<file path="config.mk">
export PLATFORM = sky130hd
export DESIGN_NAME = lfsr_bank_flat
export DESIGN_NICKNAME = d
export VERILOG_FILES = /design/src/rtl/lfsr_bank_if.sv /design/src/rtl/lfsr_bank.sv /design/src/flat_wrapper.sv
export SDC_FILE = /design/constraint.sdc
export NUM_CORES = 1
export LEC_CHECK = 0
export CAP_MARGIN = 0
export CORE_MARGIN = 2
export CORE_UTILIZATION = 55
export CTS_BUF_LIST = sky130_fd_sc_hd__clkbuf_4 sky130_fd_sc_hd__clkbuf_8
export DETAILED_ROUTE_END_ITERATION = 10
export GPL_ROUTABILITY_DRIVEN = 0
export PLACE_DENSITY = 0.85
export SLEW_MARGIN = 20
export SYNTH_ARGS = -nofsm -noshare
export SYNTH_HDL_FRONTEND = slang
export SYNTH_SLANG_ARGS = --single-unit
</file>
<file path="constraint.sdc">
create_clock -name frame_clk -period 3.3 [get_ports frame_clk]
set_input_delay 0.825 -clock frame_clk [delete_from_list [all_inputs] [get_ports frame_clk]]
set_output_delay 0.825 -clock frame_clk [all_outputs]
set_load 0.1 [all_outputs]
</file>
<file path="src/rtl/lfsr_bank_if.sv">
// rtl/lfsr_bank_if.sv - control and result bundle for the lfsr_bank channel array
// master: drives en, seed_load, seed_ch, seed_in, threshold; samples rnd_out, fire
// slave : the lfsr_bank itself
interface lfsr_bank_if #(
  parameter int CHANNELS = 4,
  parameter int WIDTH    = 8,
  parameter int OUT_W    = 6
);
  localparam int SEL_W = (CHANNELS > 1) ? $clog2(CHANNELS) : 1;

  logic                      en;
  logic                      seed_load;
  logic [SEL_W-1:0]          seed_ch;
  logic [WIDTH-1:0]          seed_in;
  logic [OUT_W-1:0]          threshold;
  logic [CHANNELS*OUT_W-1:0] rnd_out;
  logic [CHANNELS-1:0]       fire;

  modport master (
    output en, seed_load, seed_ch, seed_in, threshold,
    input  rnd_out, fire
  );

  modport slave (
    input  en, seed_load, seed_ch, seed_in, threshold,
    output rnd_out, fire
  );
endinterface

</file>
<file path="src/rtl/lfsr_bank.sv">
// rtl/lfsr_bank.sv - bank of independent Fibonacci LFSRs with threshold fire and cooldown
// frame_clk : clock, all state on rising edge
// Reset     : asynchronous active-high, restores default seeds, clears cooldown and fire
// bus       : lfsr_bank_if.slave (en, seed_load, seed_ch, seed_in, threshold -> rnd_out, fire)
module lfsr_bank #(
  parameter int          CHANNELS  = 4,
  parameter int          WIDTH     = 8,
  parameter int          OUT_W     = 6,
  parameter logic [15:0] SEED_BASE = 16'h00AB,
  parameter int          COOLDOWN  = 3
) (
  input  logic        frame_clk,
  input  logic        Reset,
  lfsr_bank_if.slave  bus
);

  // Maximal-length tap sets, bit (t-1) set for each tap t.
  function automatic logic [15:0] tap_mask16(input int w);
    case (w)
      3:       return 16'h0006;
      4:       return 16'h000C;
      5:       return 16'h0014;
      6:       return 16'h0030;
      7:       return 16'h0060;
      8:       return 16'h00B8;
      9:       return 16'h0110;
      10:      return 16'h0240;
      11:      return 16'h0500;
      12:      return 16'h0829;
      13:      return 16'h100D;
      14:      return 16'h2015;
      15:      return 16'h6000;
      default: return 16'hD008;
    endcase
  endfunction

  localparam logic [15:0]      TAP16 = tap_mask16(WIDTH);
  localparam logic [WIDTH-1:0] TAPS  = TAP16[WIDTH-1:0];
  localparam logic [7:0]       CD_RELOAD = 8'(COOLDOWN);

  // Per-channel reset seed; a zero seed would lock the LFSR, so it is replaced by 1.
  function automatic logic [WIDTH-1:0] default_seed(input int i);
    logic [WIDTH-1:0] v;
    v = WIDTH'(SEED_BASE) + WIDTH'(i * 16'h0035);
    if (v == '0) v = {{(WIDTH-1){1'b0}}, 1'b1};
    return v;
  endfunction

  logic [WIDTH-1:0]          s_q  [CHANNELS];
  logic [WIDTH-1:0]          s_d  [CHANNELS];
  logic [7:0]                cd_q [CHANNELS];
  logic [7:0]                cd_d [CHANNELS];
  logic [CHANNELS-1:0]       fire_q;
  logic [CHANNELS-1:0]       fire_d;
  logic [CHANNELS*OUT_W-1:0] rnd_flat;
  int                        ch_sel;
  logic                      ch_valid;

  // Out-of-range channel selects are possible when CHANNELS is not a power of two.
  assign ch_sel   = int'(bus.seed_ch);
  assign ch_valid = bus.seed_load && (ch_sel < CHANNELS);

  always_comb begin
    fire_d = '0;
    for (int i = 0; i < CHANNELS; i++) begin
      s_d[i]  = s_q[i];
      cd_d[i] = cd_q[i];
      if (ch_valid && (ch_sel == i)) begin
        // Load wins over stepping; cooldown is deliberately left untouched.
        s_d[i] = (bus.seed_in == '0) ? default_seed(i) : bus.seed_in;
      end else if (bus.en) begin
        s_d[i] = {s_q[i][WIDTH-2:0], ^(s_q[i] & TAPS)};
        // Fire decision uses the pre-step value that is currently on rnd_out.
        if ((cd_q[i] == 8'd0) && (s_q[i][OUT_W-1:0] < bus.threshold)) begin
          fire_d[i] = 1'b1;
          cd_d[i]   = CD_RELOAD;
        end else if (cd_q[i] != 8'd0) begin
          cd_d[i] = cd_q[i] - 8'd1;
        end
      end
    end
  end

  always_ff @(posedge frame_clk or posedge Reset) begin
    if (Reset) begin
      for (int i = 0; i < CHANNELS; i++) begin
        s_q[i]  <= default_seed(i);
        cd_q[i] <= 8'd0;
      end
      fire_q <= '0;
    end else begin
      s_q    <= s_d;
      cd_q   <= cd_d;
      fire_q <= fire_d;
    end
  end

  always_comb begin
    rnd_flat = '0;
    for (int i = 0; i < CHANNELS; i++) begin
      rnd_flat[i*OUT_W +: OUT_W] = s_q[i][OUT_W-1:0];
    end
  end

  assign bus.rnd_out = rnd_flat;
  assign bus.fire    = fire_q;

endmodule

</file>
<file path="src/flat_wrapper.sv">
// flat-port wrapper written by rule: the top's interface ports become plain ports
module lfsr_bank_flat 
#(
  parameter int          CHANNELS  = 4,
  parameter int          WIDTH     = 8,
  parameter int          OUT_W     = 6,
  parameter logic [15:0] SEED_BASE = 16'h00AB,
  parameter int          COOLDOWN  = 3
)
  (frame_clk, Reset, bus_en, bus_seed_load, bus_seed_ch, bus_seed_in, bus_threshold, bus_rnd_out, bus_fire);
  lfsr_bank_if #(.CHANNELS(CHANNELS), .WIDTH(WIDTH), .OUT_W(OUT_W)) bus_i ();
  input  logic frame_clk;
  input  logic Reset;
  input wire logic [$bits(bus_i.en)-1:0] bus_en;
  input wire logic [$bits(bus_i.seed_load)-1:0] bus_seed_load;
  input wire logic [$bits(bus_i.seed_ch)-1:0] bus_seed_ch;
  input wire logic [$bits(bus_i.seed_in)-1:0] bus_seed_in;
  input wire logic [$bits(bus_i.threshold)-1:0] bus_threshold;
  output wire logic [$bits(bus_i.rnd_out)-1:0] bus_rnd_out;
  output wire logic [$bits(bus_i.fire)-1:0] bus_fire;
  assign bus_i.en = bus_en;
  assign bus_i.seed_load = bus_seed_load;
  assign bus_i.seed_ch = bus_seed_ch;
  assign bus_i.seed_in = bus_seed_in;
  assign bus_i.threshold = bus_threshold;
  assign bus_rnd_out = bus_i.rnd_out;
  assign bus_fire = bus_i.fire;
  lfsr_bank #(.CHANNELS(CHANNELS), .WIDTH(WIDTH), .OUT_W(OUT_W), .SEED_BASE(SEED_BASE), .COOLDOWN(COOLDOWN)) u_core (.frame_clk(frame_clk), .Reset(Reset), .bus(bus_i));
endmodule
</file>
==> impl_metrics.json <==
{
  "status": "complete, no violations",
  "internal-power_mw": 2.35,
  "crit_path_start": "bus_seed_in[0]",
  "synth.top_cells.by_area": "dfrtp_1 33%, dfstp_2 8.9%, ha_1 8.5%, mux2i_1 7.3%, buf_4 4.4%",
  "fin_nets": 494,
  "synthesis.area_um2": 4130,
  "cts_root_buffer": "clkbuf_8",
  "post-cts-setup-buffers": 0,
  "mostFrequentLayoutCells": "54 x dfrtp_1, 35 x buf_4, 34 x a21oi_1",
  "worstHoldStart": "u_core.cd_q[14]$_DFFE_PP0P_",
  "die_area_um2": 8210,
  "hold_violations": 0,
  "drc": 0,
  "overflow": 0,
  "wl_per_cell_um": 16.9,
  "synthesis.nets": 464,
  "hp-class": "flop to flop",
  "hold_path_depth": 1,
  "core_area_um2": 7250,
  "path_class": "input pin to flop",
  "whs_endpoint": "u_core.cd_q[14]$_DFFE_PP0P_",
  "hpwl_um": 6820,
  "synth_edf_count": 0,
  "dpl_cell_area_um2": 4460,
  "whs_ns": 0.489,
  "antennaDiodeCount": 0,
  "ctsHoldBuffers": 0,
  "ant_nets": 0,
  "min_period_ns": 2.56,
  "cts_max_level": 3,
  "grt_max_degree": 32,
  "numCtsBuffers": 9,
  "p_seq_frac": 0.351,
  "track_usage": 0.237,
  "comb_power_share": 0.472,
  "clkPwrFrac": 0.178,
  "regToRegStartpoint": "u_core.bus.rnd_out[11]$_DFFE_PP1P_",
  "area_growth_pct": 13.9,
  "grt_pass1_vias": 3257,
  "synth_warnings": 0,
  "clockBufferDepth": 2,
  "synth_cells": 416,
  "die_x_um": 90.6,
  "worst_slew_pin_slew_ns": 0.672,
  "relSlewSlack": 0.548,
  "drt_iter0_drc": 137,
  "crit_fanout": 12,
  "maxSlewViolCount": 0,
  "layout-drive-gt1-share": 0.188,
  "cp_data_required_time_ns": 3.57,
  "maxCapViolations": 0,
  "post_cts_resized": 0,
  "antenna_found_initial": 0,
  "grt_pass1_wl_um": 15600,
  "nFillCells": 582,
  "die_h_um": 90.6,
  "synth_ff_type": "dfrtp_1",
  "ys_types": 57,
  "irDropWorstVdd_v": 0.000702,
  "period_share": 0.776,
  "rsz0062_at_grt": "false",
  "start_util": 0.569,
  "clock-sinks": 68,
  "ys_seq_area_frac": 0.417,
  "swShare": 0.475,
  "tns_ns": 0,
  "layout_commonest_cell": "dfrtp_1",
  "clock.fmax_ghz": 0.390,
  "synth-seq-cells": 68,
  "portBuffers": 47,
  "clk_latency_ns": 0.35,
  "placementRows": 31,
  "synth_top_cell_area_share": 0.328,
  "power_density_nw_per_um2": 952,
  "num_io_pins": 48,
  "critPathCaptureType": "flop",
  "r2r-end": "u_core.cd_q[16]$_DFFE_PP0P_",
  "synthArstFlopShare": 1.00,
  "vias": 3190,
  "drtPass1Iterations": 4,
  "power_leakage_nw": 2.11,
  "cts_tree": "built",
  "crit_arrival_ns": 2.83,
  "switchingPower_mw": 2.12,
  "critPathLaunchType": "input pin",
  "r2r_slack_ns": 1.38,
  "syn_area_per_cell_um2": 9.92,
  "design_area_um2": 4700,
  "yosysTopAreaCell": "dfrtp_1",
  "wl_um": 9310,
  "skew_ns": 0.0105,
  "viasPerCell": 5.80,
  "clk_pin_slew_ns": 0.07,
  "setup_violations": 0,
  "ff2ff_path_depth": 5
}
-- power groups by stage --
stage	registers, mW	clock network (mW)	logic, mW
floorplan	1.46	0	1.87
global placement	1.55	0	2.03
detailed placement	1.57	0	2.10
CTS	1.56	0.802	2.11
global route	1.61	0.835	2.26
finish	1.57	0.794	2.11
-- Yosys cell counts, types with 4 or more instances --
cell / number
o21ai_0: 14
nand2b_1: 7
nor2_1: 29
dfstp_2: 14
inv_1: 18
buf_4: 24
a31oi_1: 6
ha_1: 28
a21oi_1: 34
nor2b_1: 4
dfrtp_1: 54
o21ai_1: 10
a21o_1: 9
nand2_1: 27
xnor2_1: 15
mux2_2: 6
nand3_1: 5
nor3_1: 19
mux2i_1: 30
buf_2: 5
-- per-stage QoR --
stage / std cells / setup slack [ns] / utilization / power (mW)
final: 550 / 0.739 / 0.648 / 4.47
after global routing: 550 / 0.619 / 0.648 / 4.70
after CTS: 550 / 0.778 / 0.648 / 4.48
after detailed placement: 534 / 0.433 / 0.615 / 3.67
after global placement: 534 / 0.473 / 0.615 / 3.58
after floorplan: 416 / 0.787 / - / 3.33
-- final cells by class --
type                       count  area, µm²  share of cell area
clock buffer                  11        151              0.0322
clock inverter                 5       83.8              0.0178
inverter                      18       67.6              0.0144
multi-input combinational    295       2100               0.448
sequential                    68       1720               0.366
tap                           99        124              0.0264
timing repair buffer          54        448              0.0954
-- sequential cells by signal, indices dropped and copies added (netlist names) --
| name | cells |
|---|---|
| u_core.bus.fire | 4 |
| u_core.bus.rnd_out | 24 |
| u_core.s_q | 8 |
| u_core.cd_q | 32 |
-- cell families after synthesis --
logic type	share of synthesized area
simple gates	0.153
compound gates	0.144
flops	0.417
buf+inv	0.0734
mux	0.0892
fa+ha+maj	0.0849
xor+xnor	0.0382
-- worst max-delay path: stages --
cell,delay (ns)
clkdlybuf4s50_1,0.54
or4_1,0.60
nor4_2,0.18
and2b_1,0.43
nor3_1,0.10
a21oi_1,0.15
-- layer usage --
| metal | global-route usage | wire [µm] | part of all wire | vias to the layer above |
|---|---|---|---|---|
| met3 | 0.0559 | 495 | 0.053 | 20 |
| met4 | 0.0872 | 229 | 0.025 | 0 |
| met5 | 0 | 0 | 0 | - |
| met2 | 0.399 | 4530 | 0.49 | 81 |
| met1 | 0.297 | 4060 | 0.44 | 1561 |
| li1 | - | - | - | 1528 |
-- worst max path at each step --
| stage | to | slack, ns |
|---|---|---|
| after floorplan | u_core.bus.fire[0]$_DFF_PP0_ | 0.79 |
| after global placement | u_core.cd_q[16]$_DFFE_PP0P_ | 0.47 |
| after detailed placement | u_core.cd_q[16]$_DFFE_PP0P_ | 0.43 |
| after CTS | u_core.bus.rnd_out[16]$_DFFE_PP1P_ | 0.78 |
| after global routing | u_core.bus.rnd_out[16]$_DFFE_PP1P_ | 0.62 |
| final | u_core.bus.rnd_out[16]$_DFFE_PP1P_ | 0.74 |
No activity file was read; power rests on OpenSTA's default activity.
